[src/rtl/algo_1r2w1p_rdresp_buf_pkg.sv]
// Shared types and defaults for the read-response buffer.
// FSM states and packed response entry width.
package algo_rdresp_pkg;

  localparam int DEF_WIDTH   = 64;
  localparam int DEF_BITADDR = 13;
  localparam int DEF_BITPADR = 15;
  localparam int DEF_DEPTH   = 8;
  localparam int DEF_BITDPTH = 3;

  localparam int RESP_W = DEF_WIDTH + 2 + DEF_BITPADR;

  typedef enum logic [1:0] {
    INIT = 2'd0,
    RUN  = 2'd1,
    HOLD = 2'd2
  } state_e;

endpackage

[src/rtl/algo_1r2w1p_rdresp_buf_if.sv]
// Client, memory and consumer signals of the read-response buffer.
// slave = buffer view, master = environment view.
interface algo_1r2w1p_rdresp_buf_if
  import algo_rdresp_pkg::*;
#(
  parameter int WIDTH   = DEF_WIDTH,
  parameter int BITADDR = DEF_BITADDR,
  parameter int BITPADR = DEF_BITPADR
);

  logic               cl_read;
  logic [BITADDR-1:0] cl_rd_adr;
  logic               cl_rdy;

  logic               mem_ready;
  logic               mem_read;
  logic [BITADDR-1:0] mem_rd_adr;
  logic               mem_rd_vld;
  logic [WIDTH-1:0]   mem_rd_dout;
  logic               mem_rd_serr;
  logic               mem_rd_derr;
  logic [BITPADR-1:0] mem_rd_padr;

  logic               out_vld;
  logic               out_rdy;
  logic [WIDTH-1:0]   out_dout;
  logic               out_serr;
  logic               out_derr;
  logic [BITPADR-1:0] out_padr;

  modport slave (
    input  cl_read, cl_rd_adr,
    output cl_rdy,
    input  mem_ready,
    output mem_read, mem_rd_adr,
    input  mem_rd_vld, mem_rd_dout,
    input  mem_rd_serr, mem_rd_derr, mem_rd_padr,
    output out_vld, out_dout,
    output out_serr, out_derr, out_padr,
    input  out_rdy
  );

  modport master (
    output cl_read, cl_rd_adr,
    input  cl_rdy,
    output mem_ready,
    input  mem_read, mem_rd_adr,
    output mem_rd_vld, mem_rd_dout,
    output mem_rd_serr, mem_rd_derr, mem_rd_padr,
    input  out_vld, out_dout,
    input  out_serr, out_derr, out_padr,
    output out_rdy
  );

endinterface

[src/rtl/algo_1r2w1p_rdresp_buf_fifo.sv]
// Synchronous show-ahead FIFO; head entry visible on dout.
// Push on full is accepted only together with a pop.
module algo_rdresp_fifo #(
  parameter int W       = 8,
  parameter int DEPTH   = 8,
  parameter int BITDPTH = 3
) (
  input  logic             clk,
  input  logic             rst,
  input  logic             push,
  input  logic             pop,
  input  logic [W-1:0]     din,
  output logic [W-1:0]     dout,
  output logic             full,
  output logic             empty,
  output logic [BITDPTH:0] count
);

  localparam logic [BITDPTH:0] C_DEPTH = (BITDPTH+1)'(DEPTH);
  localparam logic [BITDPTH:0] C_ONE   = (BITDPTH+1)'(1);

  logic [W-1:0]       mem_q [DEPTH];
  logic [BITDPTH-1:0] wr_q;
  logic [BITDPTH-1:0] rd_q;
  logic [BITDPTH:0]   cnt_q;
  logic               do_push;
  logic               do_pop;

  assign full    = (cnt_q == C_DEPTH);
  assign empty   = (cnt_q == '0);
  assign count   = cnt_q;
  assign dout    = mem_q[rd_q];
  assign do_pop  = pop && !empty;
  assign do_push = push && (!full || do_pop);

  // Pointer and occupancy bookkeeping.
  always_ff @(posedge clk) begin
    if (!rst) begin
      wr_q  <= '0;
      rd_q  <= '0;
      cnt_q <= '0;
    end else begin
      if (do_push) wr_q <= wr_q + 1'b1;
      if (do_pop)  rd_q <= rd_q + 1'b1;
      unique case ({do_push, do_pop})
        2'b10:   cnt_q <= cnt_q + C_ONE;
        2'b01:   cnt_q <= cnt_q - C_ONE;
        default: cnt_q <= cnt_q;
      endcase
    end
  end

  // Entry storage; contents are don't-care after reset.
  always_ff @(posedge clk) begin
    if (do_push) mem_q[wr_q] <= din;
  end

endmodule

[src/rtl/algo_1r2w1p_rdresp_buf.sv]
// Credit-gated read issue to the memory wrapper and
// in-order return of response beats over valid/ready.
module algo_1r2w1p_rdresp_buf
  import algo_rdresp_pkg::*;
#(
  parameter int WIDTH   = DEF_WIDTH,
  parameter int BITADDR = DEF_BITADDR,
  parameter int BITPADR = DEF_BITPADR,
  parameter int DEPTH   = DEF_DEPTH,
  parameter int BITDPTH = DEF_BITDPTH
) (
  input  logic                     clk,
  input  logic                     rst,
  algo_1r2w1p_rdresp_buf_if.slave  bus,
  output logic [BITDPTH:0]         credits,
  output logic                     err_unexp,
  output logic                     err_ovf
);

  localparam int EW = WIDTH + 2 + BITPADR;
  localparam logic [BITDPTH:0] C_DEPTH = (BITDPTH+1)'(DEPTH);
  localparam logic [BITDPTH:0] C_ONE   = (BITDPTH+1)'(1);

  state_e           state_q;
  state_e           state_d;
  logic [BITDPTH:0] rsv_q;
  logic [BITDPTH:0] ost_q;
  logic             unexp_q;
  logic             ovf_q;
  logic             cl_rdy;
  logic             issue;
  logic             pop;
  logic             beat_ok;
  logic             unexp;
  logic             ovf;
  logic             push;
  logic             f_full;
  logic             f_empty;
  logic [BITDPTH:0] f_cnt;
  logic [EW-1:0]    f_din;
  logic [EW-1:0]    f_dout;

  // Next state and issue gating from the memory ready level.
  always_comb begin
    state_d = state_q;
    unique case (state_q)
      INIT:    if (bus.mem_ready)  state_d = RUN;
      RUN:     if (!bus.mem_ready) state_d = HOLD;
      HOLD:    if (bus.mem_ready)  state_d = RUN;
      default: state_d = INIT;
    endcase
    cl_rdy = (state_q == RUN) && bus.mem_ready
          && (rsv_q < C_DEPTH);
  end

  // FSM state register.
  always_ff @(posedge clk) begin
    if (!rst) state_q <= INIT;
    else      state_q <= state_d;
  end

  assign issue   = bus.cl_read && cl_rdy;
  assign pop     = bus.out_rdy && !f_empty;
  assign beat_ok = bus.mem_rd_vld
                && ((ost_q != '0) || issue);
  assign unexp   = bus.mem_rd_vld && !beat_ok;
  assign ovf     = beat_ok && f_full && !pop;
  assign push    = beat_ok && !ovf;

  assign bus.cl_rdy     = cl_rdy;
  assign bus.mem_read   = issue;
  assign bus.mem_rd_adr = bus.cl_rd_adr;
  assign bus.out_vld    = (f_cnt != '0);
  assign credits        = C_DEPTH - rsv_q;
  assign err_unexp      = unexp_q;
  assign err_ovf        = ovf_q;

  assign f_din = {bus.mem_rd_dout, bus.mem_rd_serr,
                  bus.mem_rd_derr, bus.mem_rd_padr};
  assign {bus.out_dout, bus.out_serr,
          bus.out_derr, bus.out_padr} = f_dout;

  // Credit, outstanding-read and sticky error tracking.
  always_ff @(posedge clk) begin
    if (!rst) begin
      rsv_q   <= '0;
      ost_q   <= '0;
      unexp_q <= 1'b0;
      ovf_q   <= 1'b0;
    end else begin
      unique case ({issue, pop})
        2'b10:   rsv_q <= rsv_q + C_ONE;
        2'b01:   rsv_q <= rsv_q - C_ONE;
        default: rsv_q <= rsv_q;
      endcase
      unique case ({issue, beat_ok})
        2'b10:   ost_q <= ost_q + C_ONE;
        2'b01:   ost_q <= ost_q - C_ONE;
        default: ost_q <= ost_q;
      endcase
      if (unexp) unexp_q <= 1'b1;
      if (ovf)   ovf_q   <= 1'b1;
    end
  end

  algo_rdresp_fifo #(
    .W       (EW),
    .DEPTH   (DEPTH),
    .BITDPTH (BITDPTH)
  ) u_fifo (
    .clk   (clk),
    .rst   (rst),
    .push  (push),
    .pop   (pop),
    .din   (f_din),
    .dout  (f_dout),
    .full  (f_full),
    .empty (f_empty),
    .count (f_cnt)
  );

endmodule

[src/flat_wrapper.sv]
// flat-port wrapper written by rule: the top's interface ports become plain ports
module algo_1r2w1p_rdresp_buf_flat import algo_rdresp_pkg::*;
#(
  parameter int WIDTH   = DEF_WIDTH,
  parameter int BITADDR = DEF_BITADDR,
  parameter int BITPADR = DEF_BITPADR,
  parameter int DEPTH   = DEF_DEPTH,
  parameter int BITDPTH = DEF_BITDPTH
)
  (clk, rst, credits, err_unexp, err_ovf, bus_cl_read, bus_cl_rd_adr, bus_cl_rdy, bus_mem_ready, bus_mem_read, bus_mem_rd_adr, bus_mem_rd_vld, bus_mem_rd_dout, bus_mem_rd_serr, bus_mem_rd_derr, bus_mem_rd_padr, bus_out_vld, bus_out_dout, bus_out_serr, bus_out_derr, bus_out_padr, bus_out_rdy);
  algo_1r2w1p_rdresp_buf_if #(.WIDTH(WIDTH), .BITADDR(BITADDR), .BITPADR(BITPADR)) bus_i ();
  input  logic clk;
  input  logic rst;
  output logic [BITDPTH:0] credits;
  output logic err_unexp;
  output logic err_ovf;
  input wire logic [$bits(bus_i.cl_read)-1:0] bus_cl_read;
  input wire logic [$bits(bus_i.cl_rd_adr)-1:0] bus_cl_rd_adr;
  output wire logic [$bits(bus_i.cl_rdy)-1:0] bus_cl_rdy;
  input wire logic [$bits(bus_i.mem_ready)-1:0] bus_mem_ready;
  output wire logic [$bits(bus_i.mem_read)-1:0] bus_mem_read;
  output wire logic [$bits(bus_i.mem_rd_adr)-1:0] bus_mem_rd_adr;
  input wire logic [$bits(bus_i.mem_rd_vld)-1:0] bus_mem_rd_vld;
  input wire logic [$bits(bus_i.mem_rd_dout)-1:0] bus_mem_rd_dout;
  input wire logic [$bits(bus_i.mem_rd_serr)-1:0] bus_mem_rd_serr;
  input wire logic [$bits(bus_i.mem_rd_derr)-1:0] bus_mem_rd_derr;
  input wire logic [$bits(bus_i.mem_rd_padr)-1:0] bus_mem_rd_padr;
  output wire logic [$bits(bus_i.out_vld)-1:0] bus_out_vld;
  output wire logic [$bits(bus_i.out_dout)-1:0] bus_out_dout;
  output wire logic [$bits(bus_i.out_serr)-1:0] bus_out_serr;
  output wire logic [$bits(bus_i.out_derr)-1:0] bus_out_derr;
  output wire logic [$bits(bus_i.out_padr)-1:0] bus_out_padr;
  input wire logic [$bits(bus_i.out_rdy)-1:0] bus_out_rdy;
  assign bus_i.cl_read = bus_cl_read;
  assign bus_i.cl_rd_adr = bus_cl_rd_adr;
  assign bus_cl_rdy = bus_i.cl_rdy;
  assign bus_i.mem_ready = bus_mem_ready;
  assign bus_mem_read = bus_i.mem_read;
  assign bus_mem_rd_adr = bus_i.mem_rd_adr;
  assign bus_i.mem_rd_vld = bus_mem_rd_vld;
  assign bus_i.mem_rd_dout = bus_mem_rd_dout;
  assign bus_i.mem_rd_serr = bus_mem_rd_serr;
  assign bus_i.mem_rd_derr = bus_mem_rd_derr;
  assign bus_i.mem_rd_padr = bus_mem_rd_padr;
  assign bus_out_vld = bus_i.out_vld;
  assign bus_out_dout = bus_i.out_dout;
  assign bus_out_serr = bus_i.out_serr;
  assign bus_out_derr = bus_i.out_derr;
  assign bus_out_padr = bus_i.out_padr;
  assign bus_i.out_rdy = bus_out_rdy;
  algo_1r2w1p_rdresp_buf #(.WIDTH(WIDTH), .BITADDR(BITADDR), .BITPADR(BITPADR), .DEPTH(DEPTH), .BITDPTH(BITDPTH)) u_core (.clk(clk), .rst(rst), .bus(bus_i), .credits(credits), .err_unexp(err_unexp), .err_ovf(err_ovf));
endmodule
[config.mk]
export PLATFORM = sky130hd
export DESIGN_NAME = algo_1r2w1p_rdresp_buf_flat
export DESIGN_NICKNAME = d
export VERILOG_FILES = /design/src/rtl/algo_1r2w1p_rdresp_buf_pkg.sv /design/src/rtl/algo_1r2w1p_rdresp_buf_if.sv /design/src/rtl/algo_1r2w1p_rdresp_buf_fifo.sv /design/src/rtl/algo_1r2w1p_rdresp_buf.sv /design/src/flat_wrapper.sv
export SDC_FILE = /design/constraint.sdc
export NUM_CORES = 1
export LEC_CHECK = 0
export CAP_MARGIN = 20
export CELL_PAD_IN_SITES_DETAIL_PLACEMENT = 0
export CELL_PAD_IN_SITES_GLOBAL_PLACEMENT = 1
export CORE_AREA = 10 10 228 230
export CTS_BUF_LIST = sky130_fd_sc_hd__clkbuf_16
export DETAILED_ROUTE_END_ITERATION = 10
export DIE_AREA = 0 0 238 240
export PLACE_DENSITY_LB_ADDON = 0.1
export SLEW_MARGIN = 20
export SYNTH_ARGS = -nofsm -noshare
export SYNTH_HDL_FRONTEND = slang
export SYNTH_HIERARCHICAL = 1
export SYNTH_SLANG_ARGS = --single-unit
[constraint.sdc]
create_clock -name clk -period 19.6 [get_ports clk]
set_input_delay 3.92 -clock clk [delete_from_list [all_inputs] [get_ports clk]]
set_output_delay 3.92 -clock clk [all_outputs]
set_load 0.03 [all_outputs]
==> summary.md <==
| Metric | Value |
|---|---|
| CP max-delay cell | clkdlybuf4s50_1 |
| Layout area overhead | 16.9% |
| Largest net degree at the start of global routing | 122 |
| Pre-antenna DRT Iters | 4 |
| TritonCTS clock tree | yes |
| Final Hold Viols | 0 |
| Post-CTS Resized | 0 |
| Clock tree root buffer cell | clkbuf_16 |
| Max-Cap Viols | 0 |
| TritonCTS Buffers | 70 |
| WS Path Type | in -> out |
| Leak pwr | 9.73 nW |
| Iter 0 DRT Violations | 682 |
| Multi-input gate area | 0.00583 mm^2 |
| Place WS | 10.08 ns |
| Min Tclk post-route | 9.51 ns |
| FF/Latch Area | 0.0200 mm^2 |
| Post-route ant nets | 0 |
| I/O pins | 203 |
| Wirelength, routed | 50.9 mm |
| Vias in the first global route | 12666 |
| # clock sinks | 673 |
| Final setup fails | 0 |
| Leading cell types in the layout, fill and taps excluded | edfxtp_1 (648), clkdlybuf4s50_1 (176), mux4_2 (161), mux2_4 (80), clkbuf_16 (73) |
| Async SR Flop Fraction | 0 |
| Warnings, synthesis | 6 |
| Distinct cells, synth | 48 |
| Final instance area | 0.0307 mm^2 |
| GRT met1 Usage | 0.239 |
| Post-CTS Setup Bufs | 0 |
| Post-synth EDFFs | 648 |
| Setup WS post-layout | 10.09 ns |
| Critical Path RT | 15.68 ns |
| IO Port Bufs | 176 |
| Grt met2 use | 0.302 |
| Critical path endpoint category | output port |
| Dpl cell area | 0.0286 mm^2 |
| Clk slew on worst S/H paths | 0.05 ns |
| Die ar. | 0.0571 mm^2 |
| Final hold slack | 0.465 ns |
| Via/cell ratio | 5.78 |
| Pins Over Slew Limit | 0 |
| CP peak stage delay | 0.68 ns |
| Peak supply drop | 0.0947 mV |
| Fin crit share | 0.485 |
| HPWL Detailed | 26.8 mm |
| Routability cong. | 0.713 |
| TNS Setup | 0 ns |
| Row count | 80 |
| Cts hold-fix bufs | 0 |
| Die Wd | 238 um |
| Initial antenna violation count | 7 |
| Wire per inst | 25.5 um |
| Syn_nets | 1232 |
| Final cell utilization of the core | 0.648 |
| Starting Density | 0.555 |
| Seq cells post-synth | 673 |
| Main synth FF type | edfxtp_1 |
| Fraction of layout cells with a size suffix above 1 | 0.276 |
| Total gr overflow | 0 |
| Class of the worst hold path | reg -> reg |
| H-tree lvl count | 3 |
| Cell area after synthesis | 0.0263 mm^2 |
| Core area | 0.0473 mm^2 |
| Power Dens Cells | 108 mW/mm^2 |
| Skew-Pair Late Insertion Delay | 0.60 ns |
| GRT busiest layer | met2 |
| CP Data Arrival Time | 5.59 ns |
| Commonest non-fill, non-tap cell in the layout | edfxtp_1 |
| CP delay by family, top | buffers and inverters |
| Gr usage total | 0.183 |
| Met3 Use GR | 0.0434 |
| Sequential share of the synthesized area | 0.760 |
| Clock Tree Buf Depth | 3 |
| Nets | 1440 |
| # fillers | 3189 |
| Crit Path Max Fanout | 3 |
| Remaining DRCs | 0 |
| Status | completed |
| Syn Inst Count | 1118 |
| Buffers plus inverters on the worst setup path | 3 |
| First-pass GRT wire length | 77.8 mm |
| Worst-Margin Slew | 1.10 ns |
| Achievable Freq | 0.105 GHz |
| Setup Skew | 0.0244 ns |
| RSZ-0062 raised after global routing | false |
| CP cell instances | clkdlybuf4s50_1, and4bb_2, nand2_1, inv_1, clkdlybuf4s50_1 |
| Worst Setup Start Kind | input pin |
| Die H | 240 um |
| Cell mode on critical path | clkdlybuf4s50_1 |
| Vias post-DR | 11517 |
| Slew headroom | 0.268 |
| Syn Area/Cell | 23.5 um^2 |
==> report_power, final <==
part | total [mW] | internal, mW | switching, mW | leakage [nW]
clock | 1.20 | 0.687 | 0.516 | 1.08
sequential | 1.67 | 1.65 | 0.0198 | 6.04
combinational | 0.439 | 0.199 | 0.240 | 2.60
==> routing by layer <==
layer	part of all wire	vias to the layer above
li1	-	5090
met1	0.42	6076
met3	0.057	70
met4	0.015	10
met5	0.0013	-
met2	0.50	271
==> state kept, by name (all words and copies together) (netlist names), named ones only <==
signal / cells
u_core/u_fifo/rd_q: 3
u_core/u_fifo/wr_q: 3
u_core/ost_q: 4
u_core/u_fifo/count: 4
u_core/err_ovf: 1
u_core/u_fifo/mem_q: 648
u_core/state_q: 2
u_core/rsv_q: 4
u_core/err_unexp: 1
==> cells in the mapped netlist (9+ instances only) <==
library cell,number,area [um^2]
edfxtp_1,648,19500
buf_4,14,105
mux2_4,80,1200
nor2_1,18,67.6
inv_1,13,48.8
buf_12,9,180
nand2_1,12,45.0
ha_1,11,138
dfxtp_1,25,500
clkbuf_1,9,33.8
mux4_2,161,3630
buf_2,19,95.1
==> cell families after synthesis <==
family,count (synthesis),share of synthesized area
compound gates,29,0.00805
xor+xnor,14,0.00467
fa+ha+maj,14,0.00753
buf+inv,76,0.0198
flops,673,0.760
mux,249,0.188
simple gates,63,0.0123
==> layout make-up <==
class / count / area share
Sequential cell: 673 / 0.651
Multi-Input combinational cell: 369 / 0.190
Timing Repair Buffer: 199 / 0.0641
Clock buffer: 73 / 0.0595
Tap cell: 615 / 0.0251
Clock inverter: 50 / 0.00893
Inverter: 13 / 0.00159
Antenna cell: 2 / 0.000163
==> metrics by stage <==
| step | instances | power, mW |
|---|---|---|
| 2_1_floorplan | 1118 | 1.99 |
| 3_3_place_gp | 1868 | 2.14 |
| 5_1_grt | 1992 | 3.44 |
| 3_5_place_dp | 1868 | 2.15 |
| 6_report | 1994 | 3.32 |
| 4_1_cts | 1991 | 3.36 |
==> path summary, 6_finish.rpt <==
path	from	endpoint	slack (ns)	cells after the start
max reg2reg	u_core/u_fifo/count[0]	u_core/u_fifo/mem_q[5][47]	15.10	9
min	u_core/state_q[0]	u_core/state_q[0]	0.46	1
min reg2reg	u_core/state_q[0]	u_core/state_q[0]	0.46	1
max	bus_mem_ready	bus_mem_read	10.09	5
(Power assumes the default switching activity.)
